===== config.mk =====
export PLATFORM = sky130hd
export DESIGN_NAME = key_filter_multi_flat
export DESIGN_NICKNAME = d
export VERILOG_FILES = /design/src/rtl/key_pkg.sv /design/src/rtl/key_filter_multi_if.sv /design/src/rtl/key_filter_ch.sv /design/src/rtl/key_filter_multi.sv /design/src/flat_wrapper.sv
export SDC_FILE = /design/constraint.sdc
export NUM_CORES = 1
export LEC_CHECK = 0
export ABC_AREA = 1
export CAP_MARGIN = 0
export CORE_ASPECT_RATIO = 0.9
export CORE_UTILIZATION = 49
export DETAILED_ROUTE_END_ITERATION = 10
export GPL_ROUTABILITY_DRIVEN = 1
export MAX_ROUTING_LAYER = met4
export PLACE_DENSITY_LB_ADDON = 0.12
export SLEW_MARGIN = 10
export SYNTH_ARGS = -nofsm -noshare
export SYNTH_HDL_FRONTEND = slang
export SYNTH_SLANG_ARGS = --single-unit

===== constraint.sdc =====
create_clock -name clk -period 5.9 [get_ports clk]
set_clock_uncertainty 0.2 [all_clocks]
set_input_delay 1.18 -clock clk [delete_from_list [all_inputs] [get_ports clk]]
set_output_delay 1.18 -clock clk [all_outputs]
set_load 0.02 [all_outputs]

===== src/rtl/key_pkg.sv =====
// Shared state encodings and default 50 MHz timing for the key filter front end.
package key_pkg;

  typedef enum logic [3:0] {
    S_IDLE         = 4'b0001,
    S_PRESS_WAIT   = 4'b0010,
    S_PRESSED      = 4'b0100,
    S_RELEASE_WAIT = 4'b1000
  } key_state_t;

  localparam int CNT_DEBOUNCE_DEF = 500_000;     // 10 ms at 50 MHz
  localparam int CNT_LONG_DEF     = 50_000_000;  // 1 s at 50 MHz

  function automatic int cnt_width(input int a, input int b);
    return $clog2(((a > b) ? a : b) + 1);
  endfunction

endpackage


===== src/rtl/key_filter_multi_if.sv =====
// Button pins in, debounced level and event strobes out, one bit per key.
interface key_filter_multi_if #(parameter int N_KEYS = 4);
  logic [N_KEYS-1:0] key_in;
  logic [N_KEYS-1:0] key_level;
  logic [N_KEYS-1:0] press_pulse;
  logic [N_KEYS-1:0] release_pulse;
  logic [N_KEYS-1:0] long_pulse;

  modport master (output key_in, input key_level, press_pulse, release_pulse, long_pulse);
  modport slave  (input key_in, output key_level, press_pulse, release_pulse, long_pulse);
endinterface


===== src/rtl/key_filter_ch.sv =====
// One key channel: 2-flop synchroniser, press/release debounce FSM, long-press timer.
module key_filter_ch
  import key_pkg::*;
#(
  parameter int CNT_DEBOUNCE = CNT_DEBOUNCE_DEF,
  parameter int CNT_LONG     = CNT_LONG_DEF,
  parameter bit ACTIVE_LOW   = 1'b1
) (
  input  logic clk,
  input  logic rst_n,
  input  logic key,
  output logic level,
  output logic press_pulse,
  output logic release_pulse,
  output logic long_pulse
);

  localparam int          CW      = cnt_width(CNT_DEBOUNCE, CNT_LONG);
  localparam bit          LONG_EN = (CNT_LONG != 0);
  localparam logic [CW-1:0] DEB_M1  = CW'(CNT_DEBOUNCE - 1);
  localparam logic [CW-1:0] LONG_M1 = CW'(LONG_EN ? CNT_LONG - 1 : 0);

  logic          s1, s2, p;
  key_state_t    state, state_n;
  logic [CW-1:0] cnt, cnt_n;
  logic          long_flag, long_flag_n, long_flag_q;
  logic          held;

  always_ff @(posedge clk or negedge rst_n) begin
    if (!rst_n) begin
      s1 <= ACTIVE_LOW;
      s2 <= ACTIVE_LOW;
    end else begin
      s1 <= key;
      s2 <= s1;
    end
  end

  assign p = s2 ^ ACTIVE_LOW;

  always_ff @(posedge clk or negedge rst_n) begin
    if (!rst_n) begin
      state     <= S_IDLE;
      cnt       <= '0;
      long_flag <= 1'b0;
    end else begin
      state     <= state_n;
      cnt       <= cnt_n;
      long_flag <= long_flag_n;
    end
  end

  always_comb begin
    state_n     = state;
    cnt_n       = cnt;
    long_flag_n = long_flag;
    unique case (state)
      S_IDLE: begin
        if (p) begin
          state_n = S_PRESS_WAIT;
          cnt_n   = CW'(1);
        end
      end
      S_PRESS_WAIT: begin
        if (!p) begin
          state_n = S_IDLE;
          cnt_n   = '0;
        end else if (cnt == DEB_M1) begin
          state_n = S_PRESSED;
          cnt_n   = '0;
        end else begin
          cnt_n = cnt + CW'(1);
        end
      end
      S_PRESSED: begin
        if (!p) begin
          state_n = S_RELEASE_WAIT;
          cnt_n   = CW'(1);
        end else if (LONG_EN && !long_flag) begin
          // counter parks at LONG_M1 once the flag is set, so it never wraps
          if (cnt == LONG_M1) long_flag_n = 1'b1;
          else                cnt_n       = cnt + CW'(1);
        end
      end
      S_RELEASE_WAIT: begin
        if (p) begin
          state_n = S_PRESSED;
          cnt_n   = '0;
        end else if (cnt == DEB_M1) begin
          state_n     = S_IDLE;
          cnt_n       = '0;
          long_flag_n = 1'b0;
        end else begin
          cnt_n = cnt + CW'(1);
        end
      end
      default: begin
        state_n     = S_IDLE;
        cnt_n       = '0;
        long_flag_n = 1'b0;
      end
    endcase
  end

  // Output stage lags the FSM by one cycle; strobes are edges of the held/long state.
  assign held = (state == S_PRESSED) || (state == S_RELEASE_WAIT);

  always_ff @(posedge clk or negedge rst_n) begin
    if (!rst_n) begin
      level         <= 1'b0;
      press_pulse   <= 1'b0;
      release_pulse <= 1'b0;
      long_pulse    <= 1'b0;
      long_flag_q   <= 1'b0;
    end else begin
      level         <= held;
      press_pulse   <= held & ~level;
      release_pulse <= ~held & level;
      long_flag_q   <= long_flag;
      long_pulse    <= long_flag & ~long_flag_q;
    end
  end

endmodule


===== src/rtl/key_filter_multi.sv =====
// N independent debounced key channels for the game control path.
module key_filter_multi
  import key_pkg::*;
#(
  parameter int N_KEYS       = 4,
  parameter int CNT_DEBOUNCE = CNT_DEBOUNCE_DEF,
  parameter int CNT_LONG     = CNT_LONG_DEF,
  parameter bit ACTIVE_LOW   = 1'b1
) (
  input logic               clk,
  input logic               rst_n,
  key_filter_multi_if.slave bus
);

  for (genvar gi = 0; gi < N_KEYS; gi++) begin : g_ch
    key_filter_ch #(
      .CNT_DEBOUNCE (CNT_DEBOUNCE),
      .CNT_LONG     (CNT_LONG),
      .ACTIVE_LOW   (ACTIVE_LOW)
    ) u_ch (
      .clk           (clk),
      .rst_n         (rst_n),
      .key           (bus.key_in[gi]),
      .level         (bus.key_level[gi]),
      .press_pulse   (bus.press_pulse[gi]),
      .release_pulse (bus.release_pulse[gi]),
      .long_pulse    (bus.long_pulse[gi])
    );
  end

endmodule

===== src/flat_wrapper.sv =====
// flat-port wrapper written by rule: the top's interface ports become plain ports
module key_filter_multi_flat import key_pkg::*;
#(
  parameter int N_KEYS       = 4,
  parameter int CNT_DEBOUNCE = CNT_DEBOUNCE_DEF,
  parameter int CNT_LONG     = CNT_LONG_DEF,
  parameter bit ACTIVE_LOW   = 1'b1
)
  (clk, rst_n, bus_key_in, bus_key_level, bus_press_pulse, bus_release_pulse, bus_long_pulse);
  key_filter_multi_if #(.N_KEYS(N_KEYS)) bus_i ();
  input logic clk;
  input logic rst_n;
  input wire logic [$bits(bus_i.key_in)-1:0] bus_key_in;
  output wire logic [$bits(bus_i.key_level)-1:0] bus_key_level;
  output wire logic [$bits(bus_i.press_pulse)-1:0] bus_press_pulse;
  output wire logic [$bits(bus_i.release_pulse)-1:0] bus_release_pulse;
  output wire logic [$bits(bus_i.long_pulse)-1:0] bus_long_pulse;
  assign bus_i.key_in = bus_key_in;
  assign bus_key_level = bus_i.key_level;
  assign bus_press_pulse = bus_i.press_pulse;
  assign bus_release_pulse = bus_i.release_pulse;
  assign bus_long_pulse = bus_i.long_pulse;
  key_filter_multi #(.N_KEYS(N_KEYS), .CNT_DEBOUNCE(CNT_DEBOUNCE), .CNT_LONG(CNT_LONG), .ACTIVE_LOW(ACTIVE_LOW)) u_core (.clk(clk), .rst_n(rst_n), .bus(bus_i));
endmodule

==> results.md <==
- Clk_lat worst skew: 0.45 ns
- Fill cells: approximately 2000
- Register-to-register setup slack: 3.10 ns
- Vias in the first global route: 8932
- Final Wtd Congestion: 0.953
- Clk buf depth: 2
- Pwr/cell area: 280 nW/um^2
- Pre-Repair DR Iteration Count: 6
- Class of the worst hold path: reg -> reg
- Max Clk Rate: 357 MHz
- Kind of start point of the critical path: flop
- Post-synthesis mux area share: 0%
- Sequential fraction of the synthesis area: 37.0%
- Adder-Cell Fraction of Synth Area: less than 1%
- Post-route DRC: 0
- Routing usage on met1: between 30% and 40%
- Initial Util: 49.9%
- Cts hold-fix bufs: 0
- Xor and xnor area share after synthesis: under 10%
- # diodes: 0
- Post-route clock period utilization: 47.5%
- CP max-delay cell: clkdlybuf4s50_1
- DRT iter0 DRCs: 877
- Number of antenna violations at the first check in global routing: 0
- DRT Wirelength: approximately 26000 um
- Most frequent cells in the layout: 403 x nand2_1, 203 x inv_1, 200 x nor2_1, 148 x nand3_1, 140 x dfrtp_1
- H-tree depth: 4
- WHS: 0.156 ns
- Mapped Nets: 1534
- DR vias: 9681
- CP peak stage delay: 0.61 ns
- Fin Setup TNS: 0 ns
- Top post-synthesis cells by area: dfrtp_1 34%, nand2_1 15%, inv_1 7.4%, nor2_1 7.3%, nand3_1 7.2%
- Worst EP arrival: 1.42 ns
- Die Ht: 140 um
- Hold Fails Final Rpt: 0
- Final Setup Violations: 0
- Met2 Use GR: 37.9%
- Dpl hpwl: 18500 um
- Post-Syn Instances: 1524
- Final slew viol count: 0
- RSZ-0062 raised after global routing: no
- Layout area overhead: 8.66%
- Final setup margin: 3.10 ns
- Global-route wire length before repair: 44000 um
- Crit path cell chain: clkdlybuf4s50_1
- Crit path time final: 2.80 ns
- Worst EP required: 4.52 ns
- I/O Buffers: 21
- Yosys cell types: 42
- Simple logic cell fraction of the synthesized area: a little over two fifths
- Element type at the critical path end: output pin
- Worst vdd ir: around 180 uV
- CTS clk-pin slew, worst paths: 0.07 ns
- Post_cts resized: 0
- GRT busiest layer: met2
- GR Layer Usage met3: 3.96%
- Number of I/O pins: 22
- Mapped cell area: 10300 sq um
- Yosys top cell by area: dfrtp_1
- Max-cap violations: 0
- Slew @ Worst Pin: around 0.9 ns
- GRT overflow: 0
- CTS tree: built
- Avg WL per Cell: between 10 and 15 um
- Setup Fix Bufs, Post-CTS: 0
- Synthesized area per cell: between 6 and 7 sq um
- Dpl ws: 3.14 ns
- Largest net degree at the start of global routing: 70
- ANT nets after route: 0
- Leading cell type in the layout, fill and taps excluded: nand2_1
- Die W: 155 um
- Core Area: 20700 sq um
- Slew HR: 38.6%
- Worst-path maximum fanout: 3
- LEAKAGE: roughly 5.2 nW
- Setup CP Type: reg -> out
- #FFs+latches synth: approximately 150
- Status: completed
- Worst path bufs/invs: 1
- Die area: 21700 sq um
- Rows: 50
- YS warnings: 0
- Main combinational cell family by area after synthesis: simple AND/OR/NAND/NOR gates
- CTS root buffer: clkbuf_16
- Critical path's top delay family: buffers and inverters
- Synth Area in Compound Gates: approximately 6%
- Fraction of layout cells with a size suffix above 1: 7.72%
- All-Layer GR Usage: 26.0%
- Top-area cell type share of the netlist area: 33.9%
- Util after Layout: 54.2%
- Vias per inst: 5.34
- NumNets Final: 1525
- CTS Sinks: roughly 150
- Inserted Clock Buffers: 17
==> worst paths after layout <==
kind | from | end | cells past startpoint
setup / recovery | u_core.g_ch[0].u_ch.level$_DFF_PN0_ | bus_key_level[0] | 1
setup reg to reg | u_core.g_ch[1].u_ch.cnt[0]$_DFFE_PN0P_ | u_core.g_ch[1].u_ch.cnt[8]$_DFFE_PN0P_ | 10
min in group asynchronous | rst_n | u_core.g_ch[3].u_ch.long_pulse$_DFF_PN0_ | 1
hold / removal | u_core.g_ch[0].u_ch.s1$_DFF_PN1_ | u_core.g_ch[0].u_ch.s2$_DFF_PN1_ | 0
hold reg to reg | u_core.g_ch[0].u_ch.s1$_DFF_PN1_ | u_core.g_ch[0].u_ch.s2$_DFF_PN1_ | 0
max in group asynchronous | rst_n | u_core.g_ch[1].u_ch.state[1]$_DFFE_PN0P_ | 2
==> final cells by class <==
class / instances / area, sq um / share of cell area [%]
clock buffer: 19 / 443 / 3.95
clock inverter: 13 / 194 / 1.73
inverter: 212 / 798 / 7.11
multi-input combinational: 1107 / 5370 / 47.8
sequential: 152 / 3820 / 34.0
tap: 286 / 358 / 3.19
timing repair buffer: 25 / 241 / 2.15
==> Yosys cell counts <==
cell,count
or2_2,3
nor2_4,3
a21boi_2,1
buf_1,2
a21oi_2,3
clkbuf_1,11
dfrtp_1,140
inv_2,5
and2_1,1
buf_2,14
nor2_2,10
nor3_4,1
nor2_1,200
xor2_1,30
a21oi_4,1
ha_1,4
nand3_2,5
buf_4,17
nand2_2,10
clkbuf_2,1
a21oi_1,21
nor4_1,5
o21ai_0,48
inv_4,1
o21ai_1,6
nand3_1,148
clkinv_1,3
inv_1,203
xnor2_1,2
a21boi_1,1
nand4_1,106
nor3_2,6
and3_1,1
buf_6,8
nand3b_1,17
nand2_4,5
o211ai_1,1
dfstp_2,12
o21ai_2,16
nor3_1,45
o21bai_1,4
nand2_1,403
==> cell families after synthesis <==
kind of cell    after synthesis
simple gates                969
buf+inv                     265
flops                       152
compound gates              102
xor+xnor                     32
fa+ha+maj                     4
==> routing by layer <==
metal  part of all wire [%]  vias to the layer above
li1                       -                     4910
met1                     49                     4466
met2                     44                      271
met3                    5.2                       34
met4                    1.3                        0
met5                      0                        -
==> sequential cells by signal, indices dropped and copies added, names as in the netlist <==
register                        count
u_core.g_ch.u_ch.cnt              104
u_core.g_ch.u_ch.state             16
u_core.g_ch.u_ch.level              4
u_core.g_ch.u_ch.long_flag          4
u_core.g_ch.u_ch.long_flag_q        4
u_core.g_ch.u_ch.long_pulse         4
u_core.g_ch.u_ch.press_pulse        4
u_core.g_ch.u_ch.release_pulse      4
u_core.g_ch.u_ch.s1                 4
u_core.g_ch.u_ch.s2                 4
==> metrics by stage <==
step / cells / area (sq um) / power [mW]
2_1_floorplan: 1524 / 10300 / 1.78
3_3_place_gp: 1782 / 10600 / 1.95
3_5_place_dp: 1782 / 10600 / 1.96
4_1_cts: 1814 / 11200 / 3.17
5_1_grt: 1814 / 11200 / 3.32
6_report: 1814 / 11200 / 3.14
==> where the power goes <==
group          internal (mW)  switching (mW)
Combinational          0.193           0.556
Sequential              1.12          0.0641
Clock                  0.725           0.481
Total                   2.04            1.10
(Power assumes the default switching activity.)
